[config.mk]
export PLATFORM = sky130hd
export DESIGN_NAME = enable_table_writer
export DESIGN_NICKNAME = d
export VERILOG_FILES = /design/src/rtl/romulator_pkg.sv /design/src/rtl/enable_entry_unpacker.sv /design/src/rtl/enable_table_writer.sv
export SDC_FILE = /design/constraint.sdc
export NUM_CORES = 1
export LEC_CHECK = 0
export BUFFER_PORTS_ARGS = -buffer_cell sky130_fd_sc_hd__buf_4
export CAP_MARGIN = 30
export CELL_PAD_IN_SITES_DETAIL_PLACEMENT = 1
export CELL_PAD_IN_SITES_GLOBAL_PLACEMENT = 1
export CORE_AREA = 2 2 70 72
export DETAILED_ROUTE_END_ITERATION = 10
export DIE_AREA = 0 0 72 74
export GPL_TIMING_DRIVEN = 0
export PLACE_DENSITY_LB_ADDON = 0.08
export SKIP_LAST_GASP = 1
export SLEW_MARGIN = 20
export SYNTH_ARGS = -nofsm -noshare
export SYNTH_HDL_FRONTEND = slang
export SYNTH_SLANG_ARGS = --single-unit
[constraint.sdc]
create_clock -name fpga_clk -period 2.3 [get_ports fpga_clk]
set_input_delay 0.46 -clock fpga_clk [delete_from_list [all_inputs] [get_ports fpga_clk]]
set_output_delay 0.46 -clock fpga_clk [all_outputs]
set_load 0.02 [all_outputs]
[src/rtl/romulator_pkg.sv]
// Shared enable-table constants, header layout and writer state encoding.
// ENABLE_TABLE_CHECKSUM_EN adds the trailing checksum state.
package romulator_pkg;

  localparam int ADDR_ENTRY_BITS = 8;
  localparam int CONFIG_BITS = 4;
  localparam int ENABLE_ADDR_BITS =
    ADDR_ENTRY_BITS + CONFIG_BITS + 1;
  localparam int SLICE_BITS = ADDR_ENTRY_BITS + 1;

  localparam int HDR_CFG_LSB = 0;
  localparam int HDR_ALL_BIT = 4;
  localparam int HDR_RSV_LSB = 5;

  typedef logic [ENABLE_ADDR_BITS-1:0] tbl_addr_t;

  typedef enum logic [2:0] {
    ST_IDLE,
    ST_HEADER,
    ST_LOAD,
    ST_UNPACK,
`ifdef ENABLE_TABLE_CHECKSUM_EN
    ST_CHECK,
`endif
    ST_DONE
  } wr_state_e;

endpackage

[src/rtl/enable_entry_unpacker.sv]
// Splits one latched byte into four 2-bit table entries,
// LSB pair first, one registered write per cycle.
module enable_entry_unpacker (
  input  logic       clk_i,
  input  logic       rst_i,
  input  logic       load_i,
  input  logic       abort_i,
  input  logic [7:0] byte_i,
  output logic       we_o,
  output logic [1:0] data_o,
  output logic       last_o
);

  logic       we_q, we_d;
  logic [1:0] data_q, data_d;
  logic [5:0] rest_q, rest_d;
  logic [1:0] sel_q, sel_d;

  always_comb begin
    we_d = we_q;
    data_d = data_q;
    rest_d = rest_q;
    sel_d = sel_q;
    if (abort_i) begin
      we_d = 1'b0;
      sel_d = 2'd0;
    end else if (load_i) begin
      we_d = 1'b1;
      data_d = byte_i[1:0];
      rest_d = byte_i[7:2];
      sel_d = 2'd0;
    end else if (we_q) begin
      sel_d = sel_q + 2'd1;
      if (sel_q == 2'd3) begin
        we_d = 1'b0;
      end else begin
        data_d = rest_q[1:0];
        rest_d = {2'b00, rest_q[5:2]};
      end
    end
  end

  always_ff @(posedge clk_i or posedge rst_i) begin
    if (rst_i) begin
      we_q <= 1'b0;
      data_q <= 2'd0;
      rest_q <= 6'd0;
      sel_q <= 2'd0;
    end else begin
      we_q <= we_d;
      data_q <= data_d;
      rest_q <= rest_d;
      sel_q <= sel_d;
    end
  end

  assign we_o = we_q;
  assign data_o = data_q;
  assign last_o = we_q & (sel_q == 2'd3);

endmodule

[src/rtl/enable_table_writer.sv]
// Byte-stream loader for the RAM/bus enable table.
// ENABLE_TABLE_CHECKSUM_EN appends a zero-sum checksum byte.
module enable_table_writer
  import romulator_pkg::*;
(
  input  logic            fpga_clk,
  input  logic            reset,
  input  logic            start,
  input  logic [7:0]      in_data,
  input  logic            in_valid,
  output logic            in_ready,
  output logic            tbl_we,
  output tbl_addr_t       tbl_addr,
  output logic [1:0]      tbl_data,
  output logic            busy,
  output logic            done,
  output logic            error
);

  wr_state_e state_q, state_d;
  tbl_addr_t addr_q, addr_d;
  tbl_addr_t end_q, end_d;
  logic      err_q, err_d;
  logic      accept, load, abort, last;
  logic [CONFIG_BITS-1:0] hdr_cfg;
  logic      hdr_all, hdr_bad;
`ifdef ENABLE_TABLE_CHECKSUM_EN
  logic [7:0] sum_q, sum_d;
`endif

  assign hdr_cfg = in_data[HDR_CFG_LSB +: CONFIG_BITS];
  assign hdr_all = in_data[HDR_ALL_BIT];
  assign hdr_bad = |in_data[7:HDR_RSV_LSB];
  assign accept = in_valid & in_ready;

  always_comb begin
    state_d = state_q;
    addr_d = addr_q;
    end_d = end_q;
    err_d = err_q;
    load = 1'b0;
    abort = 1'b0;
`ifdef ENABLE_TABLE_CHECKSUM_EN
    sum_d = sum_q;
`endif
    if (start) begin
      // Restart wins over any byte offered this cycle.
      state_d = ST_HEADER;
      err_d = 1'b0;
      abort = 1'b1;
    end else begin
      unique case (state_q)
        ST_HEADER: if (accept) begin
          if (hdr_bad) begin
            err_d = 1'b1;
            state_d = ST_IDLE;
          end else begin
            addr_d = hdr_all ? '0 :
              {hdr_cfg, {SLICE_BITS{1'b0}}};
            end_d = hdr_all ? '1 :
              {hdr_cfg, {SLICE_BITS{1'b1}}};
`ifdef ENABLE_TABLE_CHECKSUM_EN
            sum_d = in_data;
`endif
            state_d = ST_LOAD;
          end
        end
        ST_LOAD: if (accept) begin
          load = 1'b1;
`ifdef ENABLE_TABLE_CHECKSUM_EN
          sum_d = sum_q + in_data;
`endif
          state_d = ST_UNPACK;
        end
        ST_UNPACK: begin
          if (last && addr_q == end_q) begin
`ifdef ENABLE_TABLE_CHECKSUM_EN
            state_d = ST_CHECK;
`else
            state_d = ST_DONE;
`endif
          end else begin
            // Counter stops on the end address: no wrap.
            addr_d = addr_q + 1'b1;
            if (last) state_d = ST_LOAD;
          end
        end
`ifdef ENABLE_TABLE_CHECKSUM_EN
        ST_CHECK: if (accept) begin
          if (sum_q + in_data == 8'h00) begin
            state_d = ST_DONE;
          end else begin
            err_d = 1'b1;
            state_d = ST_IDLE;
          end
        end
`endif
        ST_DONE: state_d = ST_IDLE;
        default: state_d = state_q;
      endcase
    end
  end

  always_ff @(posedge fpga_clk or posedge reset) begin
    if (reset) begin
      state_q <= ST_IDLE;
      addr_q <= '0;
      end_q <= '0;
      err_q <= 1'b0;
`ifdef ENABLE_TABLE_CHECKSUM_EN
      sum_q <= 8'h00;
`endif
    end else begin
      state_q <= state_d;
      addr_q <= addr_d;
      end_q <= end_d;
      err_q <= err_d;
`ifdef ENABLE_TABLE_CHECKSUM_EN
      sum_q <= sum_d;
`endif
    end
  end

  enable_entry_unpacker u_unpack (
    .clk_i   (fpga_clk),
    .rst_i   (reset),
    .load_i  (load),
    .abort_i (abort),
    .byte_i  (in_data),
    .we_o    (tbl_we),
    .data_o  (tbl_data),
    .last_o  (last)
  );

  always_comb begin
    in_ready = 1'b0;
    unique case (state_q)
      ST_HEADER,
      ST_LOAD: in_ready = 1'b1;
`ifdef ENABLE_TABLE_CHECKSUM_EN
      ST_CHECK: in_ready = 1'b1;
`endif
      default: in_ready = 1'b0;
    endcase
  end

  assign tbl_addr = addr_q;
  assign busy = (state_q != ST_IDLE);
  assign done = (state_q == ST_DONE);
  assign error = err_q;

endmodule

---- After elaboration in Yosys (flattened, before gate mapping) ----
Index checks and enable logic that the tools add are counted.
word-level totals
  output and inout port bits .............. 20
  logic and storage cells ................. 79
  input port bits ......................... 12
  register bits after elaboration ......... 41
operators by class
  reduce and logical (&&, ||, !) cells .... 16
  bitwise gates (word level) .............. 5
  $add $sub $neg .......................... 2
  equal/unequal tests ..................... 13
  mux-type cells .......................... 35
operator list
  kind                   count
  $mux 13                5
  $pmux 13 s2            1
  $mux 6                 3
  $mux 3                 5
  $mux 2                 7
  $add 13x1->13 const B  1
  $eq 13x13->1           1
  $mux 1                 13
  $pmux 3 s4             1
  $reduce_bool 2->1      5
  $ne 2x2->1 const B     4
  $reduce_and 4->1       2
  $eq 3x2->1 const B     2
  $ne 3x3->1 const B     2
  $reduce_and 3->1       2
  $reduce_bool 3->1      2
  $reduce_and 5->1       1
  $reduce_bool 5->1      1
  $ne 4x4->1 const B     1
  $eq 3x1->1 const B     1
  $eq 3x3->1 const B     1
  $not 1->1              3
  $reduce_or 3->1        1
  $add 2x1->2 const B    1
  4 further kinds        5

---- Longest topological paths before layout ----
Gate-level depths: netlist of the first run.
  depth in word-level cells ............... 9
  mapped depth ............................ 7
  mapped depth without buffers ............ 5

---- By module ----
From an unflattened synthesis of the first run, not the netlist that was laid out.
second synthesis, totals
  cell total of the unflattened synthesis .. 209
  area, all modules ....................... 1950.6 um^2
modules (own cells, without submodules)
  module                 times used  area an instance (um^2)  sequential area each (um^2)  cells an instance
  enable_table_writer    1           1421.4                   550.5                        166
  enable_entry_unpacker  1           529.3                    275.3                        43

---- Worst setup path before layout of the first run ----
OpenSTA, ideal clock, no wires.
  path type ............................... register -> register
  start point ............................. register addr_q[2], in the netlist tbl_addr[2]
  end point ............................... register addr_q[2], in the netlist tbl_addr[2]
  arrival ................................. 1.673 ns
  cell stages (with the launch flop) ...... 6
  data required time ...................... 2.174 ns
  path buffers ............................ 1
  library setup time ...................... 0.126 ns
  period minus slack after synthesis ...... 1.799 ns
  setup slack ............................. 0.501 ns
  path through ............................ dfrtp_1 buf_6 nor4_1 nand3b_1 a211o_2 a221o_1
on the way
  word-level cells in the longest chain between the ends .. 4
  elaborated cells on any way between the ends .. 7
  classes of those cells .................. add/sub (1); eq/ne (2); mux (2); reduce/logical (2)
ends and longest elaborated chain
  element                                                line                        text
  start, declared                                        enable_table_writer.sv:21   tbl_addr_t addr_q, addr_d;
  start signal, assigned                                 enable_table_writer.sv:115  addr_q <= addr_d;
  branches (longest 4 deep; another with $add 13x1->13)  n/a
Several ways; the timed one is not identified. The select of a mux whose other input is x is not followed.
A chain may end at the register's enable or synchronous reset.

---- Final worst setup path of the first run ----
  start point ............................. register state_q[2]
  end point ............................... register addr_q[2], in the netlist tbl_addr[2]
on the way
  word-level cells in the longest chain between the ends .. 6
  elaborated cells on any way between the ends .. 12
  classes of those cells .................. eq/ne (6); mux (2); bitwise (1); reduce/logical (3)
ends and longest elaborated chain
  element                                   line                                                   text
  start, declared                           enable_table_writer.sv:20                              wr_state_e state_q, state_d;
  start signal, assigned                    enable_table_writer.sv:114                             state_q <= state_d;
  $eq 3x1->1 or $eq 3x2->1 (tied branches)  enable_table_writer.sv:52, enable_table_writer.sv:137
  $reduce_or 2->1                           enable_table_writer.sv:137                             unique case (state_q)
  $mux 1                                    enable_table_writer.sv:137
  $and 1x1->1                               enable_table_writer.sv:34                              assign accept = in_valid & in_ready;
  $ne 2x2->1 (no source line)               n/a
  $reduce_and 5->1 (no source line)         n/a
Parallel ways exist; a longest one is shown, timed or not.

==> results of run 1 <==
[layer usage]
metal	vias to the layer above	share of wire, %	track usage, %
met2	34	51	37.6
met3	9	3.2	4.47
met5	-	0	0
met1	821	44	27.2
met4	0	1.5	6.92
li1	800	-	-
[final cells by class]
class	instances	area, um2
Buffer	12	68.8
Clock buffer	7	86.3
Fill cell	551	2360
Inverter	4	15.0
Multi-Input combinational cell	149	952
Sequential cell	33	826
Tap cell	54	67.6
Timing Repair Buffer	30	225
[final timing paths]
check | start | end | slack [ns]
worst min register to register | end_q[11] | end_q[11] | 0.50
worst max register to register | state_q[2] | tbl_addr[2] | 0.21
worst max-delay path | state_q[2] | tbl_addr[2] | 0.21
max in group asynchronous | reset | u_unpack.data_o[0] | 1.53
worst min-delay path | reset | state_q[0] | 0.29
min in group fpga_clk | in_data[5] | u_unpack.rest_q[3] | 0.40
[cell families after synthesis]
group                    Yosys count  synth area share [%]
XOR/XNOR                           7                  3.29
multiplexers                       8                  4.30
adder cells (fa/ha/maj)            2                  1.34
AO/OA/AOI/OAI                     52                  18.9
buffers and inverters             16                  4.50
flip-flops                        33                  44.4
AND/OR/NAND/NOR                   80                  23.3
[cell usage in the layout, fill, tap and decap left out, drive strengths merged, types with 4 or more instances in the layout]
| cell | instances |
|---|---|
| and3 | 4 |
| nand3 | 4 |
| inv | 4 |
| clkbuf | 10 |
| nand4 | 4 |
| xnor2 | 7 |
| nor4 | 4 |
| a21oi | 4 |
| o31ai | 6 |
| dfrtp | 33 |
| nand2 | 17 |
| buf | 39 |
| o21ai | 18 |
| nor2 | 17 |
| mux2i | 8 |
| nand2b | 5 |
| a31oi | 4 |
| nor3 | 6 |
[synth_stat cells (4+ instances only)]
| cell | count | area [um2] |
|---|---|---|
| sky130_fd_sc_hd__o31ai_1 | 6 | 45.0 |
| sky130_fd_sc_hd__and3_1 | 4 | 25.0 |
| sky130_fd_sc_hd__nand2_1 | 16 | 60.1 |
| sky130_fd_sc_hd__nand3_1 | 4 | 20.0 |
| sky130_fd_sc_hd__nand2b_1 | 5 | 31.3 |
| sky130_fd_sc_hd__xnor2_1 | 7 | 61.3 |
| sky130_fd_sc_hd__mux2i_1 | 8 | 80.1 |
| sky130_fd_sc_hd__nor4_1 | 4 | 25.0 |
| sky130_fd_sc_hd__nor3_1 | 6 | 30.0 |
| sky130_fd_sc_hd__a31oi_1 | 4 | 25.0 |
| sky130_fd_sc_hd__a21oi_1 | 4 | 20.0 |
| sky130_fd_sc_hd__nor2_1 | 17 | 63.8 |
| sky130_fd_sc_hd__inv_1 | 4 | 15.0 |
| sky130_fd_sc_hd__buf_2 | 4 | 20.0 |
| sky130_fd_sc_hd__o21ai_0 | 18 | 90.1 |
| sky130_fd_sc_hd__dfrtp_1 | 33 | 826 |
[power by group through the flow]
stage               Sequential, mW  Clock (mW)  Combinational (mW)
finish                       0.779       0.449               0.402
global route                 0.796       0.489               0.441
CTS                          0.780       0.458               0.407
detailed placement           0.789           0               0.402
global placement             0.781           0               0.387
floorplan                    0.824           0               0.183
[sequential cells by signal (all words and copies together) (netlist names)]
signal,cells
tbl_addr,13
u_unpack.rest_q,6
end_q,5
state_q,3
u_unpack.data_o,2
u_unpack.sel_q,2
error,1
u_unpack.we_o,1
[metrics by stage]
| stage | setup WS (ns) | utilization (%) |
|---|---|---|
| 6_report | 0.211 | 48.7 |
| 5_1_grt | 0.0174 | 48.7 |
| 4_1_cts | 0.209 | 48.7 |
| 3_5_place_dp | 0.145 | 46.9 |
| 3_3_place_gp | 0.206 | 46.9 |
| 2_1_floorplan | 0.501 | - |
==> impl_summary.md, run 1 <==
Critical path
The element type at the critical path start is a flip-flop. Counting cells, the worst reg-to-reg path comes to 5. At the worst endpoint, the arrival time is between 2 and 2.5 ns. Traced cell by cell, the critical path runs through nand3b_1, o21a_1, nor2_1, nand2_2, a221o_1. The path length in cells of the critical path is 5. The type of destination of the critical path is a flip-flop. At the worst endpoint, the required time is between 2 and 2.5 ns. On the worst path, the slowest cell contributes a delay of approximately 0.46 ns. Along the worst path, the maximum fanout reaches 10.

Together, buffers and inverters on the worst path number 0. The slowest stage of the critical path is the sky130_fd_sc_hd__dfrtp_1 cell. The worst setup path category is reg2reg. Among cell families on the critical path, the largest total delay comes from simple AND/OR/NAND/NOR gates.

Detailed routing
The total wire length after detailed routing is 5.35 mm. The mean routed wirelength per cell is 18.5 um. For this run, the detailed router's first-pass iteration total came to 4. For this run, design rule violations remaining after detail routing come to 0. Once detail routing completed, the nets flagged for antenna violations numbered 0. For this block, the initial DRC count from the detailed router was between 80 and 90.

The via count normalized by instance count is about 5.8. Summing over every cut layer, the via total after detailed routing is between 1500 and 2000.

Logic synthesis
The mean cell area of the mapped netlist is approximately 9.4 um2. The net count after synthesis is 212. The number of enable flip-flop cells after synthesis is 0.

The cell area that synthesis handed to floorplanning was 0.00186 mm2. In the synthesized netlist the async set-or-reset flop fraction comes to between 90% and 100%. The count of distinct cell types in the synthesized netlist is 47. The top flip-flop cell by instance count after synthesis is sky130_fd_sc_hd__dfrtp_1.

The sequential-to-total area share from yosys stat is roughly 44%. The gate count of the mapped netlist is slightly below 200. Yosys printed 0 warnings.

Synthesis inferred 33 register bits.

Power and ir drop
The share of total power dissipated in the clock network is between 20 and 30%. The sequential group share of total power is a little under half. The leakage power is 0.987 nW. The net switching component of the power is about 0.54 mW.

After layout, the design draws a total of 1.63 mW. Dividing total power by cell area gives a power density of about 730 mW/mm2. The internal portion of the total power is around 1.1 mW. The switching share of total power is 33.4%. Across the VDD grid, the largest voltage drop is 307 uV. The portion of total power attributed to combinational logic is about a quarter.

STA
The worst clock skew is roughly 0.013 ns. Setup repair after global routing left no endpoint under its margin. The slew at the pin with the worst max-slew slack is 0.722 ns.

The tightest hold path in the finished design has a slack of a little under 0.3 ns. The maximum achievable frequency is roughly 480 MHz. The worst slew margin relative to its limit is approximately half. After routing, the total negative slack on setup checks comes to 0 ns. The setup violation total in the final timing report is 0.

The shortest clock period the worst path allows after layout is between 2 and 2.5 ns. The number of slew-limit violations in the final report is 0. In the finished design, the share of the clock period the worst path needs comes to about 91%.

The final hold violation count came to 0.

Final layout
Cells with a size suffix above 1 make up 23.0% of the layout. The final instance area is around 0.0022 mm2. The area growth from synthesis to layout is 20.4%. The number of antenna cells inserted is 0. The final cell count without fillers is around 290. For this run, the post-layout net count is around 250.

Floorplan
In this run the standard cell core region covers 0.00460 mm2. The number of rows in the core area is 25. The area of the die is ~0.0053 mm2. In this run the count of I/O pins placed on the die edge is 32.

The initial cell density of the core is between 40% and 50%. In this run the horizontal extent of the chip is 72 um. Measured along the y axis, the die boundary spans ~74 um.

Clock tree
The clock reaches the later pin of the worst-skew pair after 0.29 ns. The clock-pin transition on the worst setup and hold timing paths is 0.08 ns. In this run the deepest clock path goes through 2 buffers.

After clock tree synthesis, the flow added hold-fix buffers numbering 0. The TritonCTS clock tree is done. The clock root buffer master is sky130_fd_sc_hd__clkbuf_8. In this run, post-CTS repair resized a total of 0 instances. The number of buffers inserted during clock tree synthesis is 5. The H-tree was split into 2 levels. Clock tree synthesis found a total of 33 sinks. The number of setup buffers added after CTS is 0.

Global route
The number of antenna violations at the first check in global routing is 0. The first-pass GRT wire length is 8.70 mm. The sum of overflow across all layers after global routing is 0.

The number of global-route vias before repair was between 1500 and 2000. Global routing used a little over a fifth of the available tracks. Entering global routing, the biggest net connects 34 pins.

Place
The final estimated routing congestion in global placement is slightly below 0.8. The instance count after placement with tap cells included is 282. The post-place instance area is roughly 0.0022 mm2.

The post-DP HPWL is roughly 3.8 mm. The port buffer count is 30.

Run
The tool flagged a number of max-cap violations equal to 0.

Run status
The flow ran to the end, and the final reports show no timing, DRC or antenna violations.

Hold path
The path class of the tightest hold or removal check is in2async.
Note: power is estimated with default switching activity, not from simulation.
==> inputs of run 2 (changes only) <==
--- a/config.mk
+++ b/config.mk
@@ -5,7 +5,7 @@
 export SDC_FILE = /design/constraint.sdc
 export NUM_CORES = 1
 export LEC_CHECK = 0
-export BUFFER_PORTS_ARGS = -buffer_cell sky130_fd_sc_hd__buf_4
+export BUFFER_PORTS_ARGS = -buffer_cell sky130_fd_sc_hd__clkbuf_2
 export CAP_MARGIN = 30
 export CELL_PAD_IN_SITES_DETAIL_PLACEMENT = 1
 export CELL_PAD_IN_SITES_GLOBAL_PLACEMENT = 1
@@ -13,7 +13,7 @@
 export DETAILED_ROUTE_END_ITERATION = 10
 export DIE_AREA = 0 0 72 74
 export GPL_TIMING_DRIVEN = 0
-export PLACE_DENSITY_LB_ADDON = 0.08
+export PLACE_DENSITY = 0.81
 export SKIP_LAST_GASP = 1
 export SLEW_MARGIN = 20
 export SYNTH_ARGS = -nofsm -noshare
==> run 2 against run 1 <==
Net effect: utilization shrank 0.98 points; clock power grew 28%; clock-buffer cell count is the same; worst setup slack gained 0.0062 ns; global-route usage shrank 1.7 points; sequential share of layout area grew 0.76 points; power grew 4.5%; die area is the same; combinational power shrank 13%; flip-flop and latch count is the same; wire length shrank 9.3%; critical path type unchanged; largest cell class unchanged; largest power group unchanged.
==> impl_summary.md, run 2 (synthesis gave the netlist of run 1 again) <==
Detailed routing
The final antenna-violating net count came to 0 (unchanged). The first-pass iteration count of the detailed router is 4 (unchanged). The post-route DRC violation count is 0 (unchanged). The wire length on met1 was 2.21 mm (-7.0%). The initial DRC count is 66 (-26%). The number of vias after detailed routing is 1620 (-2.6%). The total wire length after detailed routing is 4.85 mm (-9.3%). The uppermost layer routed is met4. The mean routed wirelength per cell is 16.7 um (-9.6%).

The via count normalized by instance count is 5.59 (-3.0%). The routed length on met2 is 2.39 mm (-12%). The total length of routed met3 wires is 152 um (-11%).

Floorplan
The area of the die was 0.00533 mm2 (unchanged). The die height is 74 um (unchanged). The number of rows in the core area is 25 (unchanged).

The total core area is 0.00460 mm2 (unchanged). The die width was 72 um (unchanged). The number of top-level pins came to 32 (unchanged). The initial cell density of the core is 40.5% (unchanged).

STA
Setup repair after global routing left no endpoint under its margin. The worst slew margin relative to its limit is 53.3% (+1.5 points). The setup violation total in the final timing report is 0 (unchanged). The smallest hold slack is 0.260 ns (-0.0336 ns).

The final hold violation count was 0 (unchanged). The slew at the pin with the worst max-slew slack is 0.699 ns (-0.0229 ns). The maximum achievable frequency came to 480 MHz (+0.30%). The worst clock skew is 0.00950 ns (-0.00329 ns). The final setup TNS came to 0 ns (unchanged). The shortest clock period the worst path allows after layout is 2.08 ns (-0.00621 ns).

The number of slew-limit violations in the final report is 0 (unchanged). The final worst-path cycle share was 90.5% (-0.27 points).

Clock tree
The number of buffers between clock root and the deepest sink came to 2 (unchanged). The number of instances resized during post-cts repair is 0 (unchanged). CTS placed an instance of sky130_fd_sc_hd__clkbuf_8 at the clock tree root.

The number of H-tree branching levels is 2 (unchanged). The clock-pin transition on the worst setup and hold timing paths is 0.07 ns (about the same). The later-pin clock latency in the skew report is 0.29 ns (about the same). The number of buffers inserted by hold repair at cts came to 0 (unchanged). The TritonCTS clock tree is done. The number of setup buffers added after CTS is 0 (unchanged). The clock sink count was 33 (unchanged). The number of buffers inserted during clock tree synthesis is 5 (unchanged).

Critical path
Broken down by cell family, the worst path's largest delay share belongs to simple AND/OR/NAND/NOR gates. The critical path launch point is state_q[2]. The worst setup path is launched from a flip-flop. The critical path goes through nand3b_1, o21a_1, nor2_1, nand2_2, a221o_1. The worst setup path is captured at a flip-flop. The worst setup path category is reg2reg. In this run the critical register-to-register path is launched from state_q[2].

The critical path data required time is 2.47 ns (about the same). The endpoint arrival time on the critical path is 2.25 ns (about the same). The number of buffers and inverters on the critical path is 0 (unchanged). The biggest cell delay along the critical path is 0.47 ns (about the same). The cell at the slowest stage of the critical path is sky130_fd_sc_hd__dfrtp_1. The maximum fanout encountered on the critical timing path is 10 (unchanged).

Global route
The number of antenna violations at the first check in global routing is 0 (unchanged). The largest net degree at the start of global routing was 34 (unchanged). The first-pass GRT wire length is 8.02 mm (-7.9%).

The number of global-route vias before repair is 1644 (-6.2%). The sum of overflow across all layers after global routing is 0 (unchanged). The combined global-route utilization of all metal layers was 19.9% (-1.7 points).

Final layout
The total number of nets in the final design is 249 (unchanged). The post-layout utilization of the core is 47.8% (-0.98 points). In the layout the commonest cells are sky130_fd_sc_hd__dfrtp_1 (33), sky130_fd_sc_hd__clkbuf_2 (30), sky130_fd_sc_hd__o21ai_0 (18), sky130_fd_sc_hd__nor2_1 (17), sky130_fd_sc_hd__nand2_1 (16). The share of post-route cells with drive strength above 1 is 23.3% (+0.33 points). The most common cell after layout, fill and taps aside is sky130_fd_sc_hd__dfrtp_1.

The number of antenna cells inserted was 0 (unchanged). The final-layout fill cell count is 555 (+0.73%). The flip-flop count of the largest register after layout is 13 (unchanged). Relative to the synthesized area, the layout overhead comes to 17.9%.

Place
The port buffer count is 30 (unchanged). The post-DP HPWL is 3.41 mm (-9.2%). The final estimated routing congestion in global placement is 0.811 (+2.1%).

Run
The max-capacitance violation count came to 0 (unchanged).

Hold path
The class of the worst hold path is in2async.

Power and ir drop
The power per standard cell area is 775 mW/mm2 (+6.6%). The leakage power came to 0.980 nW (-0.71%). The largest vdd supply drop is 356 uV (+16%).

Run status
The flow ran to the end, and the final reports show no timing, DRC or antenna violations.
==> run 2: cell count changes in the layout (fill, tap and decap cells not counted), sizes merged <==
cell	before	now
clkbuf	10	40
bufinv	0	1
buf	39	9
==> run 2: cell type report <==
| cell class | count | area, um2 | area share [%] |
|---|---|---|---|
| timing repair buffer | 30 | 150 | 6.84 |
| multi-input combinational | 149 | 952 | 43.4 |
| buffer | 12 | 68.8 | 3.13 |
| clock buffer | 7 | 86.3 | 3.93 |
| tap | 54 | 67.6 | 3.08 |
| clock inverter | 1 | 30.0 | 1.37 |
| inverter | 4 | 15.0 | 0.684 |
| sequential | 33 | 826 | 37.6 |
==> run 2: where the power goes <==
group	total (mW)	internal, mW	switching (mW)
Sequential	0.779	0.666	0.113
Clock	0.573	0.353	0.219
Combinational	0.351	0.145	0.206
==> run 2: through the flow <==
stage	cells	area, um2	setup WS (ns)	total power [mW]
final	290	2200	0.218	1.70
after global routing	290	2200	0.0803	1.79
after CTS	290	2200	0.254	1.72
after detailed placement	282	2080	0.239	1.14
after global placement	282	2080	0.264	1.13
after floorplan	198	1860	0.501	1.01
==> run 2: routing by layer <==
layer,vias to the layer above,global-route usage [%]
met5,-,0
met4,0,8.60
met3,10,3.93
met2,29,32.5
met1,786,26.0
li1,795,-
==> run 2: path summary, 6_finish.rpt <==
kind	endpoint	slack, ns	cells past startpoint
hold reg to reg	end_q[12]	0.50	2
setup reg to reg	tbl_addr[2]	0.22	5
min in group fpga_clk	u_unpack.rest_q[3]	0.40	3
setup / recovery	tbl_addr[2]	0.22	5
max in group asynchronous	tbl_addr[2]	1.59	2
hold / removal	error	0.26	2
==> inputs of run 3 (changes only) <==
--- a/config.mk
+++ b/config.mk
@@ -14,6 +14,7 @@
 export DIE_AREA = 0 0 72 74
 export GPL_TIMING_DRIVEN = 0
 export PLACE_DENSITY = 0.81
+export REMOVE_ABC_BUFFERS = 1
 export SKIP_LAST_GASP = 1
 export SLEW_MARGIN = 20
 export SYNTH_ARGS = -nofsm -noshare
==> run 3 against run 2 <==
Net effect: via count fell by 1.3%; utilization is 1.7 points lower; combinational power is 3% lower; global-route usage is 1.3 points lower; design area decreased by 3.5%; die area did not move; worst setup slack gained 0.076 ns; critical path depth fell by 1; non-clock buffer count shrank 9; hold slack about the same; clock power is 25% lower; largest power group unchanged.
==> impl_summary.md, run 3 (synthesis gave the netlist of run 1 again) <==
Global route
The first-pass GRT wire length is 7.62 mm (-5.0%). The number of global-route vias before repair came to 1570 (-4.5%). The combined global-route utilization of all metal layers came to 18.6% (-1.3 points). The number of antenna violations at the first check in global routing is 0 (unchanged). The sum of overflow across all layers after global routing is 0 (unchanged). The largest net degree at the start of global routing is 34 (unchanged).

Power and ir drop
The largest vdd supply drop was 420 uV (+18%). The power per standard cell area is 733 mW/mm2 (-5.5%). The total power after layout is 1.55 mW (-8.8%). The leakage power was 0.934 nW (-4.7%).

Detailed routing
The mean routed wirelength per cell is 16.3 um (-2.3%). The total wire length after detailed routing is 4.59 mm (-5.4%). The post-route DRC violation count came to 0 (unchanged). The uppermost layer routed is met4.

The number of vias after detailed routing is 1599 (-1.3%). The total length of routed met3 wires came to 136 um (-11%). The initial DRC count is 119 (+80%). The wire length on met1 is 2.21 mm (-0.18%).

The first-pass iteration count of the detailed router came to 4 (unchanged). The via count normalized by instance count is 5.69 (+1.9%). The final antenna-violating net count is 0 (unchanged). The routed length on met2 is 2.18 mm (-8.8%).

Critical path
The worst reg2reg path depth came to 4 (-1). The critical path data required time came to 2.48 ns (about the same). The endpoint arrival time on the critical path came to 2.18 ns (-0.07 ns). The cell at the slowest stage of the critical path is sky130_fd_sc_hd__dfrtp_1.

The maximum fanout encountered on the critical timing path is 12 (+2). The worst setup path category is reg2reg. The biggest cell delay along the critical path is 0.54 ns (+0.07 ns). The worst setup path is captured at a flip-flop. The element type at the critical path start is a flip-flop.

Walking the worst path, the cells encountered are and3b_1, nand4_1, a211o_2, a221o_1.

Place
The post-DP HPWL is 3.23 mm (-5.2%). The port buffer count is 31 (+3.3%). The post-placement setup slack is -0.0206 ns (-0.260 ns). The final estimated routing congestion in global placement is 0.786 (-3.1%). The instance count after placement with tap cells included is 271 (-3.9%).

STA
The least setup slack across all paths after layout is 0.293 ns (+0.0758 ns). The final hold violation count is 0 (unchanged). The slew at the pin with the worst max-slew slack is 0.729 ns (+0.0299 ns). Setup repair after global routing left no endpoint under its margin. The shortest clock period the worst path allows after layout is 2.01 ns (-0.0758 ns). The number of slew-limit violations in the final report is 0 (unchanged). The setup violation total in the final timing report is 0 (unchanged). The smallest hold slack is 0.259 ns (-0.0000500 ns). The worst slew margin relative to its limit came to 51.2% (-2.1 points). The maximum achievable frequency is 498 MHz (+3.8%). The final worst-path cycle share is 87.2% (-3.3 points). The worst clock skew was 0.00424 ns (-0.00527 ns).

Floorplan
The die width is 72 um (unchanged). The die height came to 74 um (unchanged). The total core area came to 0.00460 mm2 (unchanged). The initial cell density of the core came to 40.5% (unchanged). The number of rows in the core area is 25 (unchanged). The number of top-level pins came to 32 (unchanged). The area of the die is 0.00533 mm2 (unchanged).

Hold path
The class of the worst hold path is in2async.

Clock tree
The clock sink count was 33 (unchanged). The later-pin clock latency in the skew report is 0.29 ns (about the same). The number of buffers between clock root and the deepest sink is 2 (unchanged). The clock-pin transition on the worst setup and hold timing paths came to 0.07 ns (about the same). The number of buffers inserted during clock tree synthesis was 5 (unchanged). TritonCTS built the clock tree. The number of setup buffers added after CTS came to 1 (+1).

The number of buffers inserted by hold repair at cts came to 0 (unchanged). The number of H-tree branching levels is 2 (unchanged). The clock root buffer master is sky130_fd_sc_hd__clkbuf_8.

The number of instances resized during post-cts repair was 0 (unchanged).

Final layout
The final cell count without fillers is 281 (-3.1%). The post-layout utilization of the core is 46.1% (-1.7 points). The total number of nets in the final design was 240 (-3.6%). In the layout the commonest cells are sky130_fd_sc_hd__dfrtp_1 (33), sky130_fd_sc_hd__clkbuf_2 (31), sky130_fd_sc_hd__o21ai_0 (18), sky130_fd_sc_hd__nor2_1 (17), sky130_fd_sc_hd__nand2_1 (16). The number of antenna cells inserted is 0 (unchanged).

The flip-flop count of the largest register after layout is 13 (unchanged). The most common cell after layout, fill and taps aside is sky130_fd_sc_hd__dfrtp_1. The area growth from synthesis to layout is 13.8%. The share of post-route cells with drive strength above 1 is 22.5% (-0.84 points).

Run
The max-capacitance violation count is 0 (unchanged).

Run status
The flow ran to the end, and the final reports show no timing, DRC or antenna violations.
==> run 3: cell types whose count changed in the layout (fill, tap and decap cells not counted), sizes merged <==
cell	delta
buf	-7
bufinv	-1
clkbuf	-3
clkinv	+2
==> run 3: final timing paths <==
kind	from	slack, ns	to
min reg2reg	end_q[10]	0.50	end_q[10]
max in group asynchronous	reset	1.58	tbl_addr[0]
max reg2reg	state_q[1]	0.29	tbl_addr[2]
min in group fpga_clk	in_data[5]	0.39	u_unpack.rest_q[3]
min	reset	0.26	state_q[0]
max	state_q[1]	0.29	tbl_addr[2]
==> run 3: stage by stage <==
stage | instance area [um2] | setup TNS, ns
floorplan | 1790 | 0
global placement | 2020 | -0.134
detailed placement | 2020 | -0.0206
CTS | 2110 | 0
global route | 2120 | 0
finish | 2120 | 0
==> run 3: report_power, final <==
| part | switching, mW | internal [mW] |
|---|---|---|
| registers | 0.113 | 0.666 |
| clock network | 0.222 | 0.210 |
| logic | 0.200 | 0.142 |
==> run 3: layout make-up <==
type / instances / area [um2]
clock buffer: 6 / 72.6
clock inverter: 2 / 10.0
fill: 561 / 2480
inverter: 4 / 15.0
multi-input combinational: 149 / 957
sequential: 33 / 826
tap: 54 / 67.6
timing repair buffer: 33 / 170
==> run 3: metal layers <==
| metal | vias up | track usage [%] |
|---|---|---|
| met1 | 785 | 25.9 |
| met5 | - | 0 |
| li1 | 781 | - |
| met4 | 0 | 6.50 |
| met3 | 7 | 4.20 |
| met2 | 26 | 28.9 |
==> run 3: critical path, delay by kind of cell (launching register included) <==
family,cells,cell delay (ns)
AO/OA/AOI/OAI,2,0.76
flip-flops,1,0.54
AND/OR/NAND/NOR,2,0.60
